## config.mk

```make
export PLATFORM = sky130hd
export DESIGN_NAME = id_ex
export DESIGN_NICKNAME = d
export VERILOG_FILES = /design/src/rtl/id_ex.sv
export SDC_FILE = /design/constraint.sdc
export NUM_CORES = 1
export LEC_CHECK = 0
export CELL_PAD_IN_SITES_DETAIL_PLACEMENT = 0
export CELL_PAD_IN_SITES_GLOBAL_PLACEMENT = 1
export CORE_MARGIN = 1.5
export CORE_UTILIZATION = 38
export DETAILED_ROUTE_END_ITERATION = 12
export PLACE_DENSITY = 0.82
export RECOVER_POWER = 100
export SETUP_SLACK_MARGIN = 0.5
export SLEW_MARGIN = 10
export SYNTH_ARGS = -nofsm -noshare
export SYNTH_HDL_FRONTEND = slang
export SYNTH_SLANG_ARGS = --single-unit
```

## constraint.sdc

```tcl
create_clock -name clk -period 1.8 [get_ports clk]
set_input_delay 0.18 -clock clk [delete_from_list [all_inputs] [get_ports clk]]
set_output_delay 0.18 -clock clk [all_outputs]
set_load 0.005 [all_outputs]
```

## src/rtl/id_ex.sv

```systemverilog
// ID/EX pipeline register: one decoded instruction per cycle to the ex stage, with a
// one-entry skid buffer so ready_o never depends combinationally on ready_i.
module id_ex #(
  parameter logic [31:0] NOP_INST = 32'h00000013
) (
  input  logic        clk,
  input  logic        rst,
  input  logic        flush_i,
  input  logic        valid_i,
  output logic        ready_o,
  input  logic [31:0] inst_i,
  input  logic [4:0]  reg_waddr_i,
  input  logic [31:0] op1_i,
  input  logic [31:0] op2_i,
  output logic        valid_o,
  input  logic        ready_i,
  output logic [31:0] inst_o,
  output logic [4:0]  reg_waddr_o,
  output logic [31:0] op1_o,
  output logic [31:0] op2_o
);

  typedef struct packed {
    logic [31:0] inst;
    logic [4:0]  waddr;
    logic [31:0] op1;
    logic [31:0] op2;
  } entry_t;

  typedef enum logic [1:0] {
    EMPTY,
    BUSY,
    FULL
  } state_t;

  localparam entry_t NOP_ENTRY = '{inst: NOP_INST, waddr: 5'd0, op1: 32'd0, op2: 32'd0};

  state_t state;
  entry_t main_q;
  entry_t skid_q;
  entry_t in_entry;
  entry_t out_entry;
  logic   acc;
  logic   drn;

  assign in_entry = '{inst: inst_i, waddr: reg_waddr_i, op1: op1_i, op2: op2_i};

  // Both handshakes are derived from the state register only, never from each other.
  assign ready_o = (state != FULL);
  assign valid_o = (state != EMPTY);
  assign acc     = valid_i & ready_o;
  assign drn     = valid_o & ready_i;

  // Forcing NOP while invalid lets ex consume the outputs without looking at valid_o.
  assign out_entry   = valid_o ? main_q : NOP_ENTRY;
  assign inst_o      = out_entry.inst;
  assign reg_waddr_o = out_entry.waddr;
  assign op1_o       = out_entry.op1;
  assign op2_o       = out_entry.op2;

  // NOTE: all state uses non-blocking assignments so every register samples
  // pre-edge values; blocking here would make the skid-to-main move order dependent.
  always_ff @(posedge clk) begin
    if (rst) begin
      state  <= EMPTY;
      // NOTE: the data entries are reset too, so nothing stale survives reset even
      // if the output muxing changes later.
      main_q <= NOP_ENTRY;
      skid_q <= NOP_ENTRY;
    end else if (flush_i) begin
      state <= EMPTY;
    end else begin
      case (state)
        EMPTY: begin
          if (acc) begin
            main_q <= in_entry;
            state  <= BUSY;
          end
        end
        BUSY: begin
          if (acc && drn) begin
            main_q <= in_entry;
          end else if (acc) begin
            skid_q <= in_entry;
            state  <= FULL;
          end else if (drn) begin
            state <= EMPTY;
          end
        end
        FULL: begin
          if (drn) begin
            main_q <= skid_q;
            state  <= BUSY;
          end
        end
        default: state <= EMPTY;
      endcase
    end
  end

endmodule

```

==> summary.txt <==
Status
  – Status: finished with violations
  – Failing checks: negative setup slack

Global route
  – Largest net degree at the start of global routing: 69
  – First-pass GRT wire length: 45000 um
  – GRT Residual Overflow: 0
  – Total track usage: 21.9%
  – Vias in the first global route: 7906
  – Initial antenna violation count: 2

STA
  – Maximum clock rate: 0.472 GHz
  – Setup WS post-layout: -0.319 ns
  – Crit share post-route: 118%
  – Slew headroom: 60.2%
  – Final hold vios: 0
  – Setup TNS: -6.45 ns
  – Final setup vio count: 82
  – Slew Limit Fails: 0
  – Min Clock Period, post-route: around 2.1 ns
  – Fin Clk Skew: 0.0102 ns
  – Measured slew at the worst slew-check pin: 0.597 ns
  – Unrepaired setup endpoints after global routing: yes

Place
  – PortBufs: roughly 210
  – DP HPWL: 16400 um
  – Routability cong.: 0.737
  – Pre-CTS setup slack: -0.0844 ns

Detailed routing
  – Total Wirelength: about 31000 um
  – Avg WL per Cell: 19.4 um
  – Initial DRC Count: 498
  – DRT Pass-1 Iters: 5
  – Total number of vias: 8722
  – DRT antenna net count: 0
  – Vias/cell: ~5.4
  – # DRC: 0

Yosys
  – Yosys top cell area share: 44.2%
  – Mux cell area share after synthesis: 11.0%
  – Post-Synth XOR/XNOR Area: 0%
  – Synth Register Bits: 204
  – Register area share after synthesis: 44.2%
  – Cell count after synthesis: 1045
  – Syn avg cell area: 8.84 um2
  – Syn Nets: 1151
  – Area leader, netlist: dfxtp_1
  – Dominant cells by area after synthesis: dfxtp_1, mux2i_1, nand2_1
  – Synth Area in Adders: 0%
  – Synth warn: 0
  – Largest family of logic cells by synthesized area: simple AND/OR/NAND/NOR gates
  – Compound-Gate Fraction of Synth Area: between 10% and 20%
  – Post-synthesis cell type count: 27
  – Simple-gate area share of the yosys netlist: between 20% and 30%
  – Cell area after synthesis: 9240 um2

Cells and area
  – Area Growth Syn to Fin: 50.4%
  – Fillers: 2027
  – Layout Utilization: 58.7%
  – Share of cells above drive strength 1: around 22%
  – Fin nets: 1379

Worst setup path
  – CP max FO: 21
  – Arr. time, crit path: approximately 1.9 ns
  – Setup crit end kind: output pin
  – Setup CP Type: reg2out
  – Required time of the critical path: ~1.6 ns
  – Startpoint types: flip-flop

Floorplanning
  – Initial Util: around 39%
  – IO Count: 209
  – Row count: 56
  – Area of the core: around 24000 um2
  – Die area: 25200 um2
  – Die Ht: 159 um
  – Die width: ~160 um

Power and ir drop
  – Pleak: 0.00631 uW
  – Peak VDD IR: 0.656 mV
  – Power Density: 776 nW/um2
  – Tot Pwr: around 11000 uW

CTS
  – Max Root-Sink Buffers: 3
  – Clock Tree Root: clkbuf_16
  – H-tree levels: 1
  – TritonCTS clock tree: yes
  – Number of CTS-inserted buffers: 22
  – CTS Sinks: 204
  – Worst-path clk slew: 0.06 ns
  – Worst-Skew Late Latency: 0.51 ns

Hold path
  – HP Class: in2reg

Run
  – # Max-Cap Violations: 0
[metrics by stage]
step	cell area, um2	hold slack [ns]	instances
floorplan	9290	0.257	1045
global placement	11800	0.441	1505
detailed placement	11800	0.446	1505
CTS	13200	0.0323	1566
global route	13900	0.0410	1603
finish	13900	0.0424	1604
[final timing paths]
| kind | slack, ns | startpoint | cells after the start | to |
|---|---|---|---|---|
| worst max-delay path | -0.32 | state[1] | 4 | inst_o[12] |
| worst min register to register | 0.45 | skid_q[62] | 2 | skid_q[62] |
| worst min-delay path | 0.04 | rst | 2 | skid_q[76] |
| worst max register to register | -0.03 | state[0] | 8 | main_q[22] |
[area by class of cell]
cell class | instances | area [um2] | area share (%)
Inverter | 1 | 5.00 | 0.0360
Tap cell | 319 | 399 | 2.87
Antenna cell | 1 | 2.50 | 0.0180
Timing Repair Buffer | 315 | 3830 | 27.6
Clock buffer | 30 | 631 | 4.54
Clock inverter | 5 | 88.8 | 0.639
Sequential cell | 204 | 4090 | 29.4
Multi-Input combinational cell | 729 | 4850 | 34.9
[synthesized netlist by cell type]
| master | number |
|---|---|
| o22a_1 | 1 |
| a31o_2 | 11 |
| nand3_1 | 3 |
| inv_1 | 1 |
| nor4_1 | 101 |
| or2_1 | 1 |
| a31o_1 | 87 |
| buf_4 | 2 |
| or2_2 | 1 |
| dfxtp_1 | 204 |
| and2_1 | 98 |
| nor3_1 | 2 |
| nand2_1 | 204 |
| a21oi_1 | 103 |
| or3_1 | 1 |
| clkbuf_1 | 48 |
| nor2b_2 | 1 |
| nand2b_1 | 6 |
| and3b_1 | 1 |
| o21a_1 | 1 |
| mux2_2 | 3 |
| nor2_1 | 3 |
| buf_1 | 9 |
| mux2i_1 | 98 |
| buf_2 | 36 |
| buf_6 | 18 |
| a2111oi_1 | 1 |
[worst max-delay path: stages, from the launching register on]
cell,delay (ns)
dfxtp_2,0.31
or2_4,0.32
buf_12,0.18
and2_1,0.15
clkdlybuf4s50_1,0.46
[what timing repair did]
item,in CTS,in global routing
setup endpoints to repair,306,307
cloned,17,19
gates resized for setup,162,179
pin swaps,18,10
setup buffers,9,18
hold buffers,0,0
[layout by cell type, fill, tap and decap left out, types with 5 or more instances in the layout]
cell type	n
a21oi_1	100
a31o_1	87
a31o_2	10
and2_1	70
and2_4	28
buf_12	33
buf_16	20
buf_2	5
buf_4	25
buf_6	14
clkbuf_16	40
clkbuf_2	54
clkbuf_8	5
clkdlybuf4s15_1	12
clkdlybuf4s50_1	104
dfxtp_1	202
dlymetal6s2s_1	24
mux2i_1	96
nand2_1	203
nor4_1	82
nor4_2	16
[flip-flops by register name (all words and copies together) (netlist names)]
register / cells
skid_q: 101
state: 2
main_q: 101
[logic make-up (layout without fill, tap and decap cells)]
logic type | count (synthesis) | after routing
other | 0 | 1
buffers and inverters | 114 | 351
AO/OA/AOI/OAI | 204 | 204
flip-flops | 204 | 204
multiplexers | 101 | 101
AND/OR/NAND/NOR | 422 | 424
[where the power goes]
part / leakage [uW] / internal, uW / switching, uW
clock network: 0.000350 / 2720 / 1820
registers: 0.00166 / 4650 / 73.0
logic: 0.00431 / 816 / 694
[layer usage]
| layer | up-vias | GRT usage, % | share of wire [%] |
|---|---|---|---|
| li1 | 4172 | - | - |
| met1 | 4189 | 30.5 | 45 |
| met2 | 308 | 35.0 | 47 |
| met3 | 51 | 3.66 | 6.6 |
| met4 | 2 | 5.27 | 2.0 |
| met5 | - | 0 | 0.042 |
Note: power is estimated with default switching activity, not from simulation.
